**config.mk**
```make
export PLATFORM = sky130hd
export DESIGN_NAME = rob_commit_flat
export DESIGN_NICKNAME = d
export VERILOG_FILES = /design/src/rtl/rob_commit_pkg.sv /design/src/rtl/rob_commit_if.sv /design/src/rtl/rob_commit.sv /design/src/flat_wrapper.sv
export SDC_FILE = /design/constraint.sdc
export NUM_CORES = 1
export LEC_CHECK = 0
export CAP_MARGIN = 20
export CORE_MARGIN = 4
export CORE_UTILIZATION = 37
export CTS_CLUSTER_SIZE = 28
export DETAILED_ROUTE_END_ITERATION = 16
export HOLD_SLACK_MARGIN = 0.1
export PLACE_DENSITY = 0.57
export SYNTH_ARGS = -nofsm -noshare
export SYNTH_HDL_FRONTEND = slang
export SYNTH_SLANG_ARGS = --single-unit
```
**constraint.sdc**
```tcl
create_clock -name clk_i -period 5.7 [get_ports clk_i]
set_input_delay 1.14 -clock clk_i [delete_from_list [all_inputs] [get_ports clk_i]]
set_output_delay 1.14 -clock clk_i [all_outputs]
set_load 0.02 [all_outputs]
```
**src/rtl/rob_commit_pkg.sv**
```systemverilog
// Shared types for the reorder/retire buffer and its rename-side neighbours.
package rob_commit_pkg;

    localparam int ROB_DEPTH = 16;
    localparam int ROB_TAG_W = $clog2(ROB_DEPTH);

    typedef logic [ROB_TAG_W-1:0] rob_tag_t;

    typedef struct packed {
        logic       valid;
        logic [4:0] idx;
    } a_reg_t;

    typedef struct packed {
        logic       valid;
        logic [5:0] idx;
        logic       ready;
    } p_reg_t;

    typedef struct packed {
        logic       valid;
        a_reg_t     rd;
        logic [5:0] pidx;
    } rinstr_t;

    typedef struct packed {
        logic valid;
        logic hit;
    } br_result_t;

endpackage

```
**src/rtl/rob_commit_if.sv**
```systemverilog
// Dispatch, writeback, branch-resolution and retire signals of the ROB.
interface rob_commit_if
    import rob_commit_pkg::*;
#(
    parameter int DEPTH = ROB_DEPTH,
    parameter int TAG_W = $clog2(DEPTH)
) ();

    rinstr_t            rinstr_i;
    logic               is_branch_i;
    logic               rn_full_i;
    logic [TAG_W-1:0]   alloc_tag_o;
    logic               rob_full_o;
    logic               rob_empty_o;
    logic               wb_valid_i;
    logic [TAG_W-1:0]   wb_tag_i;
    br_result_t         br_result_i;
    p_reg_t             p_commit_o;

    modport master (
        output rinstr_i, is_branch_i, rn_full_i,
        output wb_valid_i, wb_tag_i, br_result_i,
        input  alloc_tag_o, rob_full_o, rob_empty_o, p_commit_o
    );

    modport slave (
        input  rinstr_i, is_branch_i, rn_full_i,
        input  wb_valid_i, wb_tag_i, br_result_i,
        output alloc_tag_o, rob_full_o, rob_empty_o, p_commit_o
    );

endinterface

```
**src/rtl/rob_commit.sv**
```systemverilog
// In-order retirement buffer: allocate at tail, complete by tag, retire at head.
// Wrong-path entries younger than the single pending branch are dropped on mispredict.
module rob_commit
    import rob_commit_pkg::*;
#(
    parameter int DEPTH = ROB_DEPTH,
    parameter int TAG_W = $clog2(DEPTH)
) (
    input logic         clk_i,
    input logic         rst_i,
    rob_commit_if.slave bus
);

    localparam int CNT_W = $clog2(DEPTH + 1);

    logic [DEPTH-1:0] live_q;
    logic [DEPTH-1:0] done_q;
    logic [DEPTH-1:0] has_rd_q;
    logic [DEPTH-1:0] is_br_q;
    logic [5:0]       pidx_q [DEPTH];

    logic [TAG_W-1:0] head_q;
    logic [TAG_W-1:0] tail_q;
    logic [TAG_W-1:0] br_tag_q;
    logic [CNT_W-1:0] count_q;
    logic             br_pend_q;

    logic             full;
    logic             commit;
    logic             mispred;
    logic             alloc;
    logic [TAG_W-1:0] head_nxt;
    logic [TAG_W-1:0] br_rel;
    logic [TAG_W-1:0] br_dist;
    logic [CNT_W-1:0] mp_count;
    logic [DEPTH-1:0] flush;

    assign full     = (count_q == CNT_W'(DEPTH));
    assign commit   = live_q[head_q] && done_q[head_q];
    assign mispred  = bus.br_result_i.valid && !bus.br_result_i.hit && br_pend_q;
    assign alloc    = bus.rinstr_i.valid && !bus.rn_full_i && !full && !mispred;
    assign head_nxt = commit ? head_q + TAG_W'(1) : head_q;
    assign br_rel   = br_tag_q - head_q;
    assign br_dist  = br_tag_q - head_nxt;

    // Branch retiring in the flush cycle leaves nothing behind it.
    assign mp_count = (commit && head_q == br_tag_q) ? '0
                    : CNT_W'(br_dist) + CNT_W'(1);

    always_comb begin
        flush = '0;
        for (int t = 0; t < DEPTH; t++) begin
            if (mispred && (TAG_W'(t) - head_q) > br_rel)
                flush[t] = 1'b1;
        end
    end

    always_comb begin
        bus.p_commit_o = '0;
        if (commit) begin
            bus.p_commit_o.valid = has_rd_q[head_q];
            bus.p_commit_o.idx   = pidx_q[head_q];
            bus.p_commit_o.ready = 1'b1;
        end
    end

    assign bus.alloc_tag_o = tail_q;
    assign bus.rob_full_o  = full;
    assign bus.rob_empty_o = (count_q == '0);

    always_ff @(posedge clk_i or posedge rst_i) begin
        if (rst_i) begin
            live_q    <= '0;
            done_q    <= '0;
            has_rd_q  <= '0;
            is_br_q   <= '0;
            for (int t = 0; t < DEPTH; t++)
                pidx_q[t] <= '0;
            head_q    <= '0;
            tail_q    <= '0;
            br_tag_q  <= '0;
            count_q   <= '0;
            br_pend_q <= 1'b0;
        end else begin
            if (commit)
                live_q[head_q] <= 1'b0;
            head_q <= head_nxt;

            if (bus.wb_valid_i && live_q[bus.wb_tag_i])
                done_q[bus.wb_tag_i] <= 1'b1;

            if (alloc) begin
                live_q[tail_q]   <= 1'b1;
                done_q[tail_q]   <= 1'b0;
                has_rd_q[tail_q] <= bus.rinstr_i.rd.valid
                                 && (bus.rinstr_i.rd.idx != '0);
                pidx_q[tail_q]   <= bus.rinstr_i.pidx;
                is_br_q[tail_q]  <= bus.is_branch_i;
            end

            for (int t = 0; t < DEPTH; t++) begin
                if (flush[t])
                    live_q[t] <= 1'b0;
            end

            if (mispred) begin
                tail_q    <= br_tag_q + TAG_W'(1);
                count_q   <= mp_count;
                br_pend_q <= 1'b0;
            end else begin
                if (alloc)
                    tail_q <= tail_q + TAG_W'(1);
                count_q <= count_q + CNT_W'(alloc) - CNT_W'(commit);
                if (bus.br_result_i.valid && bus.br_result_i.hit)
                    br_pend_q <= 1'b0;
                if (alloc && bus.is_branch_i) begin
                    br_tag_q  <= tail_q;
                    br_pend_q <= 1'b1;
                end
            end
        end
    end

endmodule

```
**src/flat_wrapper.sv**
```systemverilog
// flat-port wrapper written by rule: the top's interface ports become plain ports
module rob_commit_flat import rob_commit_pkg::*;
#(
    parameter int DEPTH = ROB_DEPTH,
    parameter int TAG_W = $clog2(DEPTH)
)
  (clk_i, rst_i, bus_rinstr_i, bus_is_branch_i, bus_rn_full_i, bus_wb_valid_i, bus_wb_tag_i, bus_br_result_i, bus_alloc_tag_o, bus_rob_full_o, bus_rob_empty_o, bus_p_commit_o);
  rob_commit_if #(.DEPTH(DEPTH), .TAG_W(TAG_W)) bus_i ();
  input logic clk_i;
  input logic rst_i;
  input wire logic [$bits(bus_i.rinstr_i)-1:0] bus_rinstr_i;
  input wire logic [$bits(bus_i.is_branch_i)-1:0] bus_is_branch_i;
  input wire logic [$bits(bus_i.rn_full_i)-1:0] bus_rn_full_i;
  input wire logic [$bits(bus_i.wb_valid_i)-1:0] bus_wb_valid_i;
  input wire logic [$bits(bus_i.wb_tag_i)-1:0] bus_wb_tag_i;
  input wire logic [$bits(bus_i.br_result_i)-1:0] bus_br_result_i;
  output wire logic [$bits(bus_i.alloc_tag_o)-1:0] bus_alloc_tag_o;
  output wire logic [$bits(bus_i.rob_full_o)-1:0] bus_rob_full_o;
  output wire logic [$bits(bus_i.rob_empty_o)-1:0] bus_rob_empty_o;
  output wire logic [$bits(bus_i.p_commit_o)-1:0] bus_p_commit_o;
  assign bus_i.rinstr_i = bus_rinstr_i;
  assign bus_i.is_branch_i = bus_is_branch_i;
  assign bus_i.rn_full_i = bus_rn_full_i;
  assign bus_i.wb_valid_i = bus_wb_valid_i;
  assign bus_i.wb_tag_i = bus_wb_tag_i;
  assign bus_i.br_result_i = bus_br_result_i;
  assign bus_alloc_tag_o = bus_i.alloc_tag_o;
  assign bus_rob_full_o = bus_i.rob_full_o;
  assign bus_rob_empty_o = bus_i.rob_empty_o;
  assign bus_p_commit_o = bus_i.p_commit_o;
  rob_commit #(.DEPTH(DEPTH), .TAG_W(TAG_W)) u_core (.clk_i(clk_i), .rst_i(rst_i), .bus(bus_i));
endmodule
```
==> metrics.md, run 1 <==
| Metric | Value |
|---|---|
| Largest net degree at the start of global routing | 98 |
| Max VDD drop | 0.318 mV |
| Max stage delay on crit path | 0.64 ns |
| Post-Syn Instances | 754 |
| Slew @ Worst Pin | 0.921 ns |
| Hold Violations, Final | 0 |
| Initial core utilization | 0.376 |
| Max-Cap Viols | 0 |
| Gate power share | 0.558 |
| Drt total wl | 24200 µm |
| Nets | 866 |
| Die extent in x | 166 µm |
| Area grow syn2layout | 14.4% |
| Total global-route track usage | 0.186 |
| HP Start | u_core.has_rd_q[5] |
| Crit path DAT | 3.74 ns |
| Top-count cell post-synth | dfrtp_1 |
| Unique cell type count in the Yosys netlist | 54 |
| DIE HEIGHT | 166 µm |
| Reg2reg path depth | 14 |
| Total die area | 27400 µm² |
| # diodes | 0 |
| Gr ovfl total | 0 |
| Synth cell count leaders | dfrtp_1 (162), mux2_2 (109), ha_1 (55), a21oi_1 (54), inv_1 (44) |
| Post-synthesis instance area | 9180 µm² |
| Core Area | 24400 µm² |
| Clock Path Buffers | 2 |
| Fmax achieved | 0.205 GHz |
| Synth Register Bits | 162 |
| First-pass GRT wire length | 38000 µm |
| Post-CTS Setup Bufs | 0 |
| Switching part of the total | 0.422 |
| CP Launch Point | u_core.head_q[0] |
| Min Clock Period, post-route | 4.88 ns |
| Gpl congestion | 0.830 |
| Row cnt | 57 |
| Fin Hold WS | 0.486 ns |
| Yosys Warn Count | 0 |
| Seq/Total Area, Yosys | 0.442 |
| Synth top area cells | dfrtp_1 (44%), mux2_2 (13%), mux4_2 (9.6%) |
| Worst Path Required | 4.56 ns |
| Final period util | 0.856 |
| Worst R2R End | u_core.count_q[3] |
| Clock sink count | 162 |
| Crit path max-delay family | buffers and inverters |
| Async set-or-reset flop fraction in the synthesized netlist | 1.00 |
| Synth Flop Type | dfrtp_1 |
| Power Internal | 4.40 mW |
| Final ANT Viol Nets | 0 |
| Endpoints failing setup | 0 |
| Sequential Power Share | 0.283 |
| CP Launch Type | register |
| Clock group share of total power | 0.159 |
| Crit-path slowest cell | dfrtp_2 |
| CTS tree | yes |
| Placed Cells | 1088 |
| Max-slew headroom | 0.382 |
| Num CTS Buffers | 17 |
| Worst Setup EP | bus_p_commit_o[2] |
| Hold WC Path Type | reg2reg |
| Post-CTS sizing | 0 |
| Antenna violations before repair | 0 |
| CP Class | reg2out |
| Count of hold-fix buffers inserted at cts | 0 |
| Root Buffer | clkbuf_16 |
| Lkg Pwr | 4.68 nW |
| Iter 0 DRT Violations | 437 |
| Drt pass-1 iters | 4 |
| Share of cells above drive strength 1 | 0.251 |
| Crit. path cell count | 8 |
| Num ports | 38 |
| CP endpoint kind | primary output |
| Total power | 7.62 mW |
| Via Count | 6176 |
| Post-synthesis area per instance | 12.2 µm² |
| P per Cell Area | 725 nW/µm² |
| RR Startpoint | u_core.head_q[0] |
| Fin util | 0.431 |
| Worst-Skew Late Latency | 0.44 ns |
| Max Fanout on Critical Path | 24 |
| DP Wirelength | 16300 µm |
| Reg2Reg Setup Slack | 1.26 ns |
| Final clock skew | 0.0150 ns |
| CTS clk-pin slew, worst paths | 0.07 ns |
| Max Transition Viols Final | 0 |
| Layout Cells excl Fill | 1120 |
| CP bufs+invs | 3 |
| H-tree depth | 4 |
| Vias in the first global route | 6400 |
| Syn nets | 837 |
| Crit-path cells | or3b_2 > a211oi_1 > a221oi_1 > nand4_1 > buf_4 > clkinv_1 > and2_1 > clkdlybuf4s50_1 |
| Synth top area share | 0.442 |
| RSZ-0062 raised after global routing | false |
| Port Buffers | 37 |
| Status | complete, no violations |
| Largest area contributor in the netlist | dfrtp_1 |
| NetSw | 3.22 mW |
| Via density | 5.51 |
| DR WL/cell | 21.6 µm |
| Setup TNS | 0 ns |
| Post-synth EDFFs | 0 |
| DRC | 0 |
[flip-flops by register name (all words and copies together), names as in the netlist]
name and flops:
u_core.pidx_q 96, u_core.live_q 16, u_core.done_q 16, u_core.has_rd_q 16, u_core.head_q 4, u_core.br_tag_q 4, u_core.bus.alloc_tag_o 4, u_core.br_pend_q 1
u_core.count_q 5
[worst min path at each step]
stage / endpoint / slack, ns / cells past startpoint
2_1_floorplan: u_core.has_rd_q[13] / 0.44 / 2
3_3_place_gp: u_core.has_rd_q[5] / 0.46 / 2
3_5_place_dp: u_core.has_rd_q[5] / 0.48 / 2
4_1_cts: u_core.has_rd_q[5] / 0.49 / 2
5_1_grt: u_core.pidx_q[20] / 0.51 / 1
6_report: u_core.has_rd_q[5] / 0.49 / 2
[metal layers]
layer	vias to the layer above	routed length, µm	track usage	part of all wire
li1	2842	-	-	-
met1	3180	11100	0.255	0.46
met2	132	11800	0.306	0.49
met3	22	947	0.0333	0.039
met4	0	337	0.0461	0.014
met5	-	0	0	0
[area by class of cell]
| type | count | area [µm²] |
|---|---|---|
| fillers | 2347 | 13900 |
| inverters | 45 | 174 |
| multi-input cells | 510 | 4800 |
| clock inverters | 15 | 196 |
| well taps | 324 | 405 |
| clock buffers | 17 | 425 |
| flip-flops and latches | 162 | 4060 |
| repair buffers | 47 | 445 |
[placed cells by master (no fill, tap or decap), drive strengths merged, types with 24 or more instances in the layout]
| cell | instances |
|---|---|
| dfrtp | 162 |
| mux2 | 109 |
| ha | 55 |
| a21oi | 54 |
| inv | 49 |
| mux4 | 39 |
| clkdlybuf4s50 | 37 |
| nand2 | 29 |
| nor2 | 24 |
[worst min-delay path: stages, from the launching register on]
cell	delay [ns]
dfrtp_1	0.35
nand2_1	0.05
o21ai_0	0.06
[power by group through the flow]
stage	Clock (mW)	Combinational, mW	Sequential, mW
2_1_floorplan	0	3.36	1.94
3_3_place_gp	0	4.18	2.16
3_5_place_dp	0	4.25	2.17
4_1_cts	1.23	4.27	2.15
5_1_grt	1.28	4.79	2.23
6_report	1.21	4.25	2.16
[logic make-up after synthesis]
logic type,share of synthesized area
flip-flops,0.442
adder cells (fa/ha/maj),0.0837
AND/OR/NAND/NOR,0.0797
multiplexers,0.229
XOR/XNOR,0.0311
AO/OA/AOI/OAI,0.0994
buffers and inverters,0.0352
[metrics by stage]
step           area, µm²  worst slack [ns]
6_report           10500             0.821
5_1_grt            10500             0.607
4_1_cts            10500             0.735
3_5_place_dp        9880              1.21
3_3_place_gp        9880              1.23
2_1_floorplan       9180             0.183
(Power assumes the default switching activity.)
==> run 2: changes to the inputs <==
SLEW_MARGIN = 15   (was unset)
==> results of run 2 <==
Final layout, timing and power as in run 1 (identical DEF).
==> run 3: changes to the inputs <==
SLEW_MARGIN = unset   (was 15)
==> results of run 3 <==
Final layout, timing and power as in run 1 (identical DEF).
